**src/rtl/axil_if.sv**
```systemverilog
// AXI4-Lite channel bundle shared by axil_master and axil_dpmem.
// The master modport drives the request channels; the slave modport answers them.
interface axil_if #(
  parameter int unsigned ADDR_WIDTH = 32,
  parameter int unsigned DATA_WIDTH = 32
);
  localparam int unsigned STRB_WIDTH = DATA_WIDTH / 8;

  logic                  AW_VALID;
  logic                  AW_READY;
  logic [ADDR_WIDTH-1:0] AW_ADDR;
  logic                  W_VALID;
  logic                  W_READY;
  logic [DATA_WIDTH-1:0] W_DATA;
  logic [STRB_WIDTH-1:0] W_STRB;
  logic                  B_VALID;
  logic                  B_READY;
  logic [1:0]            B_RESP;
  logic                  AR_VALID;
  logic                  AR_READY;
  logic [ADDR_WIDTH-1:0] AR_ADDR;
  logic                  R_VALID;
  logic                  R_READY;
  logic [DATA_WIDTH-1:0] R_DATA;
  logic [1:0]            R_RESP;

  modport master (
    output AW_VALID, AW_ADDR, W_VALID, W_DATA, W_STRB, B_READY, AR_VALID, AR_ADDR, R_READY,
    input  AW_READY, W_READY, B_VALID, B_RESP, AR_READY, R_VALID, R_DATA, R_RESP
  );

  modport slave (
    input  AW_VALID, AW_ADDR, W_VALID, W_DATA, W_STRB, B_READY, AR_VALID, AR_ADDR, R_READY,
    output AW_READY, W_READY, B_VALID, B_RESP, AR_READY, R_VALID, R_DATA, R_RESP
  );
endinterface

```
**src/rtl/axil_master.sv**
```systemverilog
// AXI4-Lite initiator: one outstanding command at a time, turned into AW/W/B or AR/R traffic.
// Optional watchdog enabled by defining AXIL_MST_TIMEOUT_EN.
module axil_master #(
  parameter int unsigned ADDR_WIDTH     = 32,
  parameter int unsigned DATA_WIDTH     = 32,
  parameter int unsigned TIMEOUT_CYCLES = 256
) (
  input  logic                    ACLK,
  input  logic                    ARESETn,
  input  logic                    cmd_valid,
  output logic                    cmd_ready,
  input  logic                    cmd_we,
  input  logic [ADDR_WIDTH-1:0]   cmd_addr,
  input  logic [DATA_WIDTH-1:0]   cmd_wdata,
  input  logic [DATA_WIDTH/8-1:0] cmd_wstrb,
  output logic                    rsp_valid,
  input  logic                    rsp_ready,
  output logic [DATA_WIDTH-1:0]   rsp_rdata,
  output logic [1:0]              rsp_resp,
  output logic                    rsp_timeout,
  axil_if.master                  m_axil
);
  localparam int unsigned STRB_WIDTH = DATA_WIDTH / 8;

  if (TIMEOUT_CYCLES < 2) begin : g_bad_timeout
    $error("axil_master: TIMEOUT_CYCLES must be at least 2");
  end

  typedef enum logic [2:0] {
    S_IDLE    = 3'd0,
    S_WR_REQ  = 3'd1,
    S_WR_RESP = 3'd2,
    S_RD_REQ  = 3'd3,
    S_RD_RESP = 3'd4,
    S_RSP     = 3'd5
  } state_t;

  state_t                state;
  logic                  cmd_ready_q;
  logic [ADDR_WIDTH-1:0] addr_q;
  logic [DATA_WIDTH-1:0] wdata_q;
  logic [STRB_WIDTH-1:0] wstrb_q;
  logic                  aw_valid_q, w_valid_q, ar_valid_q;
  logic                  b_ready_q, r_ready_q;
  logic                  aw_done, w_done;
  logic                  rsp_valid_q;
  logic [DATA_WIDTH-1:0] rsp_rdata_q;
  logic [1:0]            rsp_resp_q;

  logic aw_hs, w_hs, b_hs, ar_hs, r_hs;

  assign aw_hs = aw_valid_q & m_axil.AW_READY;
  assign w_hs  = w_valid_q  & m_axil.W_READY;
  assign b_hs  = b_ready_q  & m_axil.B_VALID;
  assign ar_hs = ar_valid_q & m_axil.AR_READY;
  assign r_hs  = r_ready_q  & m_axil.R_VALID;

`ifdef AXIL_MST_TIMEOUT_EN
  localparam int unsigned CNT_W = $clog2(TIMEOUT_CYCLES);

  logic [CNT_W-1:0] tmo_cnt;
  logic             in_wait, any_hs, tmo_hit, rsp_timeout_q;

  assign in_wait = (state == S_WR_REQ) || (state == S_WR_RESP) ||
                   (state == S_RD_REQ) || (state == S_RD_RESP);
  assign any_hs  = aw_hs | w_hs | b_hs | ar_hs | r_hs;
  assign tmo_hit = in_wait && !any_hs && (tmo_cnt == CNT_W'(TIMEOUT_CYCLES - 1));

  // Watchdog: idle outside the wait states, restarted by any forward progress.
  always_ff @(posedge ACLK or negedge ARESETn) begin
    if (!ARESETn) begin
      tmo_cnt <= '0;
    end else if (!in_wait || any_hs) begin
      tmo_cnt <= '0;
    end else begin
      tmo_cnt <= tmo_cnt + CNT_W'(1);
    end
  end

  assign rsp_timeout = rsp_timeout_q;
`else
  assign rsp_timeout = 1'b0;
`endif

  always_ff @(posedge ACLK or negedge ARESETn) begin
    if (!ARESETn) begin
      state         <= S_IDLE;
      cmd_ready_q   <= 1'b0;
      addr_q        <= '0;
      wdata_q       <= '0;
      wstrb_q       <= '0;
      aw_valid_q    <= 1'b0;
      w_valid_q     <= 1'b0;
      ar_valid_q    <= 1'b0;
      b_ready_q     <= 1'b0;
      r_ready_q     <= 1'b0;
      aw_done       <= 1'b0;
      w_done        <= 1'b0;
      rsp_valid_q   <= 1'b0;
      rsp_rdata_q   <= '0;
      rsp_resp_q    <= 2'b00;
`ifdef AXIL_MST_TIMEOUT_EN
      rsp_timeout_q <= 1'b0;
`endif
    end else
`ifdef AXIL_MST_TIMEOUT_EN
    // Abort: release every channel and report a forced DECERR with the timeout flag.
    if (tmo_hit) begin
      aw_valid_q    <= 1'b0;
      w_valid_q     <= 1'b0;
      ar_valid_q    <= 1'b0;
      b_ready_q     <= 1'b0;
      r_ready_q     <= 1'b0;
      rsp_rdata_q   <= '0;
      rsp_resp_q    <= 2'b11;
      rsp_timeout_q <= 1'b1;
      rsp_valid_q   <= 1'b1;
      state         <= S_RSP;
    end else
`endif
    begin
      case (state)
        S_IDLE: begin
          cmd_ready_q <= 1'b1;
          if (cmd_valid && cmd_ready_q) begin
            cmd_ready_q <= 1'b0;
            addr_q      <= cmd_addr;
            wdata_q     <= cmd_wdata;
            wstrb_q     <= cmd_wstrb;
`ifdef AXIL_MST_TIMEOUT_EN
            rsp_timeout_q <= 1'b0;
`endif
            if (cmd_we) begin
              aw_valid_q <= 1'b1;
              w_valid_q  <= 1'b1;
              aw_done    <= 1'b0;
              w_done     <= 1'b0;
              state      <= S_WR_REQ;
            end else begin
              ar_valid_q <= 1'b1;
              state      <= S_RD_REQ;
            end
          end
        end

        // AW and W retire independently, in either order.
        S_WR_REQ: begin
          if (aw_hs) begin
            aw_valid_q <= 1'b0;
            aw_done    <= 1'b1;
          end
          if (w_hs) begin
            w_valid_q <= 1'b0;
            w_done    <= 1'b1;
          end
          if ((aw_done || aw_hs) && (w_done || w_hs)) begin
            b_ready_q <= 1'b1;
            state     <= S_WR_RESP;
          end
        end

        S_WR_RESP: begin
          if (b_hs) begin
            b_ready_q   <= 1'b0;
            rsp_rdata_q <= '0;
            rsp_resp_q  <= m_axil.B_RESP;
            rsp_valid_q <= 1'b1;
            state       <= S_RSP;
          end
        end

        S_RD_REQ: begin
          if (ar_hs) begin
            ar_valid_q <= 1'b0;
            r_ready_q  <= 1'b1;
            state      <= S_RD_RESP;
          end
        end

        S_RD_RESP: begin
          if (r_hs) begin
            r_ready_q   <= 1'b0;
            rsp_rdata_q <= m_axil.R_DATA;
            rsp_resp_q  <= m_axil.R_RESP;
            rsp_valid_q <= 1'b1;
            state       <= S_RSP;
          end
        end

        S_RSP: begin
          if (rsp_ready) begin
            rsp_valid_q <= 1'b0;
            cmd_ready_q <= 1'b1;
            state       <= S_IDLE;
          end
        end

        default: state <= S_IDLE;
      endcase
    end
  end

  assign cmd_ready       = cmd_ready_q;
  assign rsp_valid       = rsp_valid_q;
  assign rsp_rdata       = rsp_rdata_q;
  assign rsp_resp        = rsp_resp_q;
  assign m_axil.AW_VALID = aw_valid_q;
  assign m_axil.AW_ADDR  = addr_q;
  assign m_axil.W_VALID  = w_valid_q;
  assign m_axil.W_DATA   = wdata_q;
  assign m_axil.W_STRB   = wstrb_q;
  assign m_axil.B_READY  = b_ready_q;
  assign m_axil.AR_VALID = ar_valid_q;
  assign m_axil.AR_ADDR  = addr_q;
  assign m_axil.R_READY  = r_ready_q;

endmodule

```
**src/flat_wrapper.sv**
```systemverilog
// flat-port wrapper written by rule: the top's interface ports become plain ports
module axil_master_flat 
#(
  parameter int unsigned ADDR_WIDTH     = 32,
  parameter int unsigned DATA_WIDTH     = 32,
  parameter int unsigned TIMEOUT_CYCLES = 256
)
  (ACLK, ARESETn, cmd_valid, cmd_ready, cmd_we, cmd_addr, cmd_wdata, cmd_wstrb, rsp_valid, rsp_ready, rsp_rdata, rsp_resp, rsp_timeout, m_axil_AW_VALID, m_axil_AW_ADDR, m_axil_W_VALID, m_axil_W_DATA, m_axil_W_STRB, m_axil_B_READY, m_axil_AR_VALID, m_axil_AR_ADDR, m_axil_R_READY, m_axil_AW_READY, m_axil_W_READY, m_axil_B_VALID, m_axil_B_RESP, m_axil_AR_READY, m_axil_R_VALID, m_axil_R_DATA, m_axil_R_RESP);
  axil_if #(.ADDR_WIDTH(ADDR_WIDTH), .DATA_WIDTH(DATA_WIDTH)) m_axil_i ();
  input  logic ACLK;
  input  logic ARESETn;
  input  logic cmd_valid;
  output logic cmd_ready;
  input  logic cmd_we;
  input  logic [ADDR_WIDTH-1:0] cmd_addr;
  input  logic [DATA_WIDTH-1:0] cmd_wdata;
  input  logic [DATA_WIDTH/8-1:0] cmd_wstrb;
  output logic rsp_valid;
  input  logic rsp_ready;
  output logic [DATA_WIDTH-1:0] rsp_rdata;
  output logic [1:0] rsp_resp;
  output logic rsp_timeout;
  output wire logic [$bits(m_axil_i.AW_VALID)-1:0] m_axil_AW_VALID;
  output wire logic [$bits(m_axil_i.AW_ADDR)-1:0] m_axil_AW_ADDR;
  output wire logic [$bits(m_axil_i.W_VALID)-1:0] m_axil_W_VALID;
  output wire logic [$bits(m_axil_i.W_DATA)-1:0] m_axil_W_DATA;
  output wire logic [$bits(m_axil_i.W_STRB)-1:0] m_axil_W_STRB;
  output wire logic [$bits(m_axil_i.B_READY)-1:0] m_axil_B_READY;
  output wire logic [$bits(m_axil_i.AR_VALID)-1:0] m_axil_AR_VALID;
  output wire logic [$bits(m_axil_i.AR_ADDR)-1:0] m_axil_AR_ADDR;
  output wire logic [$bits(m_axil_i.R_READY)-1:0] m_axil_R_READY;
  input wire logic [$bits(m_axil_i.AW_READY)-1:0] m_axil_AW_READY;
  input wire logic [$bits(m_axil_i.W_READY)-1:0] m_axil_W_READY;
  input wire logic [$bits(m_axil_i.B_VALID)-1:0] m_axil_B_VALID;
  input wire logic [$bits(m_axil_i.B_RESP)-1:0] m_axil_B_RESP;
  input wire logic [$bits(m_axil_i.AR_READY)-1:0] m_axil_AR_READY;
  input wire logic [$bits(m_axil_i.R_VALID)-1:0] m_axil_R_VALID;
  input wire logic [$bits(m_axil_i.R_DATA)-1:0] m_axil_R_DATA;
  input wire logic [$bits(m_axil_i.R_RESP)-1:0] m_axil_R_RESP;
  assign m_axil_AW_VALID = m_axil_i.AW_VALID;
  assign m_axil_AW_ADDR = m_axil_i.AW_ADDR;
  assign m_axil_W_VALID = m_axil_i.W_VALID;
  assign m_axil_W_DATA = m_axil_i.W_DATA;
  assign m_axil_W_STRB = m_axil_i.W_STRB;
  assign m_axil_B_READY = m_axil_i.B_READY;
  assign m_axil_AR_VALID = m_axil_i.AR_VALID;
  assign m_axil_AR_ADDR = m_axil_i.AR_ADDR;
  assign m_axil_R_READY = m_axil_i.R_READY;
  assign m_axil_i.AW_READY = m_axil_AW_READY;
  assign m_axil_i.W_READY = m_axil_W_READY;
  assign m_axil_i.B_VALID = m_axil_B_VALID;
  assign m_axil_i.B_RESP = m_axil_B_RESP;
  assign m_axil_i.AR_READY = m_axil_AR_READY;
  assign m_axil_i.R_VALID = m_axil_R_VALID;
  assign m_axil_i.R_DATA = m_axil_R_DATA;
  assign m_axil_i.R_RESP = m_axil_R_RESP;
  axil_master #(.ADDR_WIDTH(ADDR_WIDTH), .DATA_WIDTH(DATA_WIDTH), .TIMEOUT_CYCLES(TIMEOUT_CYCLES)) u_core (.ACLK(ACLK), .ARESETn(ARESETn), .cmd_valid(cmd_valid), .cmd_ready(cmd_ready), .cmd_we(cmd_we), .cmd_addr(cmd_addr), .cmd_wdata(cmd_wdata), .cmd_wstrb(cmd_wstrb), .rsp_valid(rsp_valid), .rsp_ready(rsp_ready), .rsp_rdata(rsp_rdata), .rsp_resp(rsp_resp), .rsp_timeout(rsp_timeout), .m_axil(m_axil_i));
endmodule
```
**config.mk**
```make
export PLATFORM = sky130hd
export DESIGN_NAME = axil_master_flat
export DESIGN_NICKNAME = d
export VERILOG_FILES = /design/src/rtl/axil_if.sv /design/src/rtl/axil_master.sv /design/src/flat_wrapper.sv
export SDC_FILE = /design/constraint.sdc
export NUM_CORES = 1
export LEC_CHECK = 0
export CORE_UTILIZATION = 40
export DETAILED_ROUTE_END_ITERATION = 10
export GPL_TIMING_DRIVEN = 1
export PLACE_DENSITY = 0.92
export SKIP_LAST_GASP = 1
export SLEW_MARGIN = 20
export SYNTH_ARGS = -nofsm -noshare
export SYNTH_HDL_FRONTEND = slang
export SYNTH_SLANG_ARGS = --single-unit
```
**constraint.sdc**
```tcl
create_clock -name ACLK -period 2.8 [get_ports ACLK]
set_input_delay 0.56 -clock ACLK [delete_from_list [all_inputs] [get_ports ACLK]]
set_output_delay 0.56 -clock ACLK [all_outputs]
set_load 0.01 [all_outputs]
```
==> impl_metrics.toml <==
[synthesis]
synth_seq_cells = 114
synth_cells = 409
synth_area_leader_cell = "dfrtp_1"
yosysMostFrequentCell = "dfrtp_1"
ys.flop_type = "dfrtp_1"
yosysSeqAreaShare = 0.591
yosys_warnings = 0
synth_edf_count = 0
yosys-top-cells-area = "dfrtp_1 59%, mux2_2 14%, nand2_1 6.5%, buf_4 6.1%, o21ai_0 4.1%"
async_flop_share = 1.00
syn_nets = 523
syn_area_per_cell_um2 = 11.8
ys_types = 29
synth_top_area_frac = 0.591
synth_commonest_cells = "114 x dfrtp_1, 84 x nand2_1, 60 x mux2_2"
synthesis.area_um2 = 4830

[cells_and_area]
seq_area_um2 = 2850
drive_gt1_frac = 0.152
fillers = 876
postLayoutCoreUtil = 0.672
multi_input_area_um2 = 1610
fin_cells = 787
area_delta_synth_final_pct = 61.7
finalNetCount = 748
diodes = 0

[pwr]
net-switching-power_mw = 2.91
power_mw = 9.15
sw_frac_of_total = 0.318
p_per_area_nw_per_um2 = 1170
vdd_drop_max_uv = 478
p_int_mw = 6.24
p_leak_nw = 3.25
share_comb_of_total_power = 0.456
seq_power_share = 0.331
clkPwrFrac = 0.213

[critical_path]
critPathCaptureType = "flop"
r2r_slack_ps = 780
crit_start = "u_core.state[1]"
critical_path.reg2reg.startpoint = "u_core.state[1]"
critPathArrivalTime_ps = 2300
start_kind = "flop"
crit_required_ps = 3080
worstSetupPathType = "reg2reg"
worstPathMaxFanout = 15
reg2reg_depth = 4
worstReg2RegEnd = "u_core.state[0]"

[die]
start_util = 0.416
die-area_um2 = 12500
rows = 39
fp.coreArea_um2 = 11600
io-pin-count = 256
die_y_um = 112
die_w_um = 112

[detailed_routing]
wl_per_cell_um = 16.0
routed_via_density = 4.83
drc_errors = 20
m1WireLength_um = 4840
drt_first_iter_violations = 205
ant_nets = 0
vias = 3800
top_layer = "met4"
routed_wl_um = 12600
first_pass_iters = 9
wl_met3_um = 920
wl_met2_um = 6650

[clock_tree]
hold_buffers = 0
cts_tree = "built"
ctsRootBufferMaster = "clkbuf_16"
path_clk_slew_ps = 50
htreeDepth = 4
clock_sinks = 114
postCtsSetupBuffers = 0
worstSkewPairLatency_ps = 400
cts_buffer_depth = 2
cts-buffers-inserted = 17
cts_resized = 0

[timing]
slew_violations = 0
fmaxAchievable_ghz = 0.496
finalClockSkew_ps = 10.7
hold_viol = 0
period_share = 0.720
fin_tns_setup_ps = 0
worst_pin_slew_ps = 541
period_minus_slack_ps = 2020
final-setup-viol-count = 0
rsz0062_at_grt = "no"
slew_headroom = 0.639

[run]
drv_cap = 0

[global_routing]
globalRoute.totalOverflow = 0
grt_pass1_vias = 4025
antenna_found_initial = 0
grt_pass1_wl_um = 20400
grt_max_degree = 70
grt_usage = 0.209

[status]
status = "finished, violations left"
violations = "design-rule violations"

[min_path]
hp-class = "in2async"

[place]
place_congestion = 0.780
hpwl_um = 9370
numPortBuffers = 254
place_inst = 758
-- registers in the layout, indices dropped and copies added (netlist names) --
register	count
u_core.m_axil.R_READY	1
u_core.rsp_resp	2
u_core.state	3
u_core.aw_done	1
u_core.m_axil.W_STRB	4
u_core.m_axil.AR_VALID	1
u_core.m_axil.AR_ADDR	32
u_core.rsp_rdata	32
u_core.cmd_ready	1
u_core.m_axil.B_READY	1
u_core.m_axil.AW_VALID	1
u_core.rsp_valid	1
u_core.m_axil.W_DATA	32
u_core.w_done	1
u_core.m_axil.W_VALID	1
-- final cells by class --
class,instances,area share
clock buffers,22,0.0607
flip-flops and latches,114,0.365
inverters,2,0.000962
repair buffers,260,0.336
clock inverters,7,0.00769
multi-input cells,239,0.206
well taps,143,0.0229
-- how the worst max path moves through the flow --
stage	endpoint
2_1_floorplan	u_core.m_axil.W_DATA[10]
3_3_place_gp	u_core.m_axil.AR_ADDR[3]
3_5_place_dp	u_core.m_axil.AR_ADDR[17]
4_1_cts	u_core.state[0]
5_1_grt	u_core.state[0]
6_report	u_core.state[0]
-- metrics by stage --
step / cell area, um2 / worst slack, ps / hold slack (ps)
global route: 7810 / 675 / 169
floorplan: 4830 / 1120 / 264
CTS: 7810 / 783 / 154
detailed placement: 7270 / 514 / 469
finish: 7810 / 784 / 142
global placement: 7270 / 558 / 462
-- critical path, stage by stage, from the launching register on --
cell,delay (ps)
dfrtp_1,550
nor2_1,480
o21ai_0,210
o2111ai_1,290
mux2_2,370
-- metal layers --
metal,up-vias,GRT usage
met5,-,0
met4,0,0.0820
met3,13,0.0675
met2,168,0.366
met1,1824,0.237
li1,1795,-
-- power groups by stage --
stage | Clock (mW) | Combinational (mW) | Sequential [mW]
global route | 2.08 | 4.44 | 3.14
CTS | 1.99 | 4.22 | 3.04
floorplan | 0 | 1.76 | 3.28
finish | 1.95 | 4.17 | 3.03
detailed placement | 0 | 4.21 | 3.05
global placement | 0 | 4.09 | 2.98
-- cells in the final DEF, fill, tap and decap left out, drive strengths merged --
master	netlist	routed
nor3	1	1
a41o	1	1
a22o	1	1
inv	2	2
and4b	3	3
and3	1	1
bufinv	0	1
o21a	1	1
mux2i	4	4
clkinv	0	6
nand2	84	84
dfrtp	114	114
a21oi	9	9
mux2	69	69
clkdlybuf4s50	0	253
conb	1	1
o2111ai	1	1
o211ai	2	2
a21bo	1	1
a41oi	1	1
buf	49	7
nor2b	4	4
nand3	2	2
o21ai	41	41
nor4	1	1
nor2	10	10
clkbuf	5	22
a211oi	1	1
-- cell families (layout without fill, tap and decap cells) --
logic type | Yosys count | after routing | share of synthesized area
DFF | 114 | 114 | 0.591
and+or+nand+nor | 106 | 106 | 0.0933
muxes | 73 | 73 | 0.169
AOI/OAI and AO/OA | 59 | 59 | 0.0684
buffers and inverters | 56 | 291 | 0.0777
other | 1 | 1 | 0.000776
Note: power is estimated with default switching activity, not from simulation.
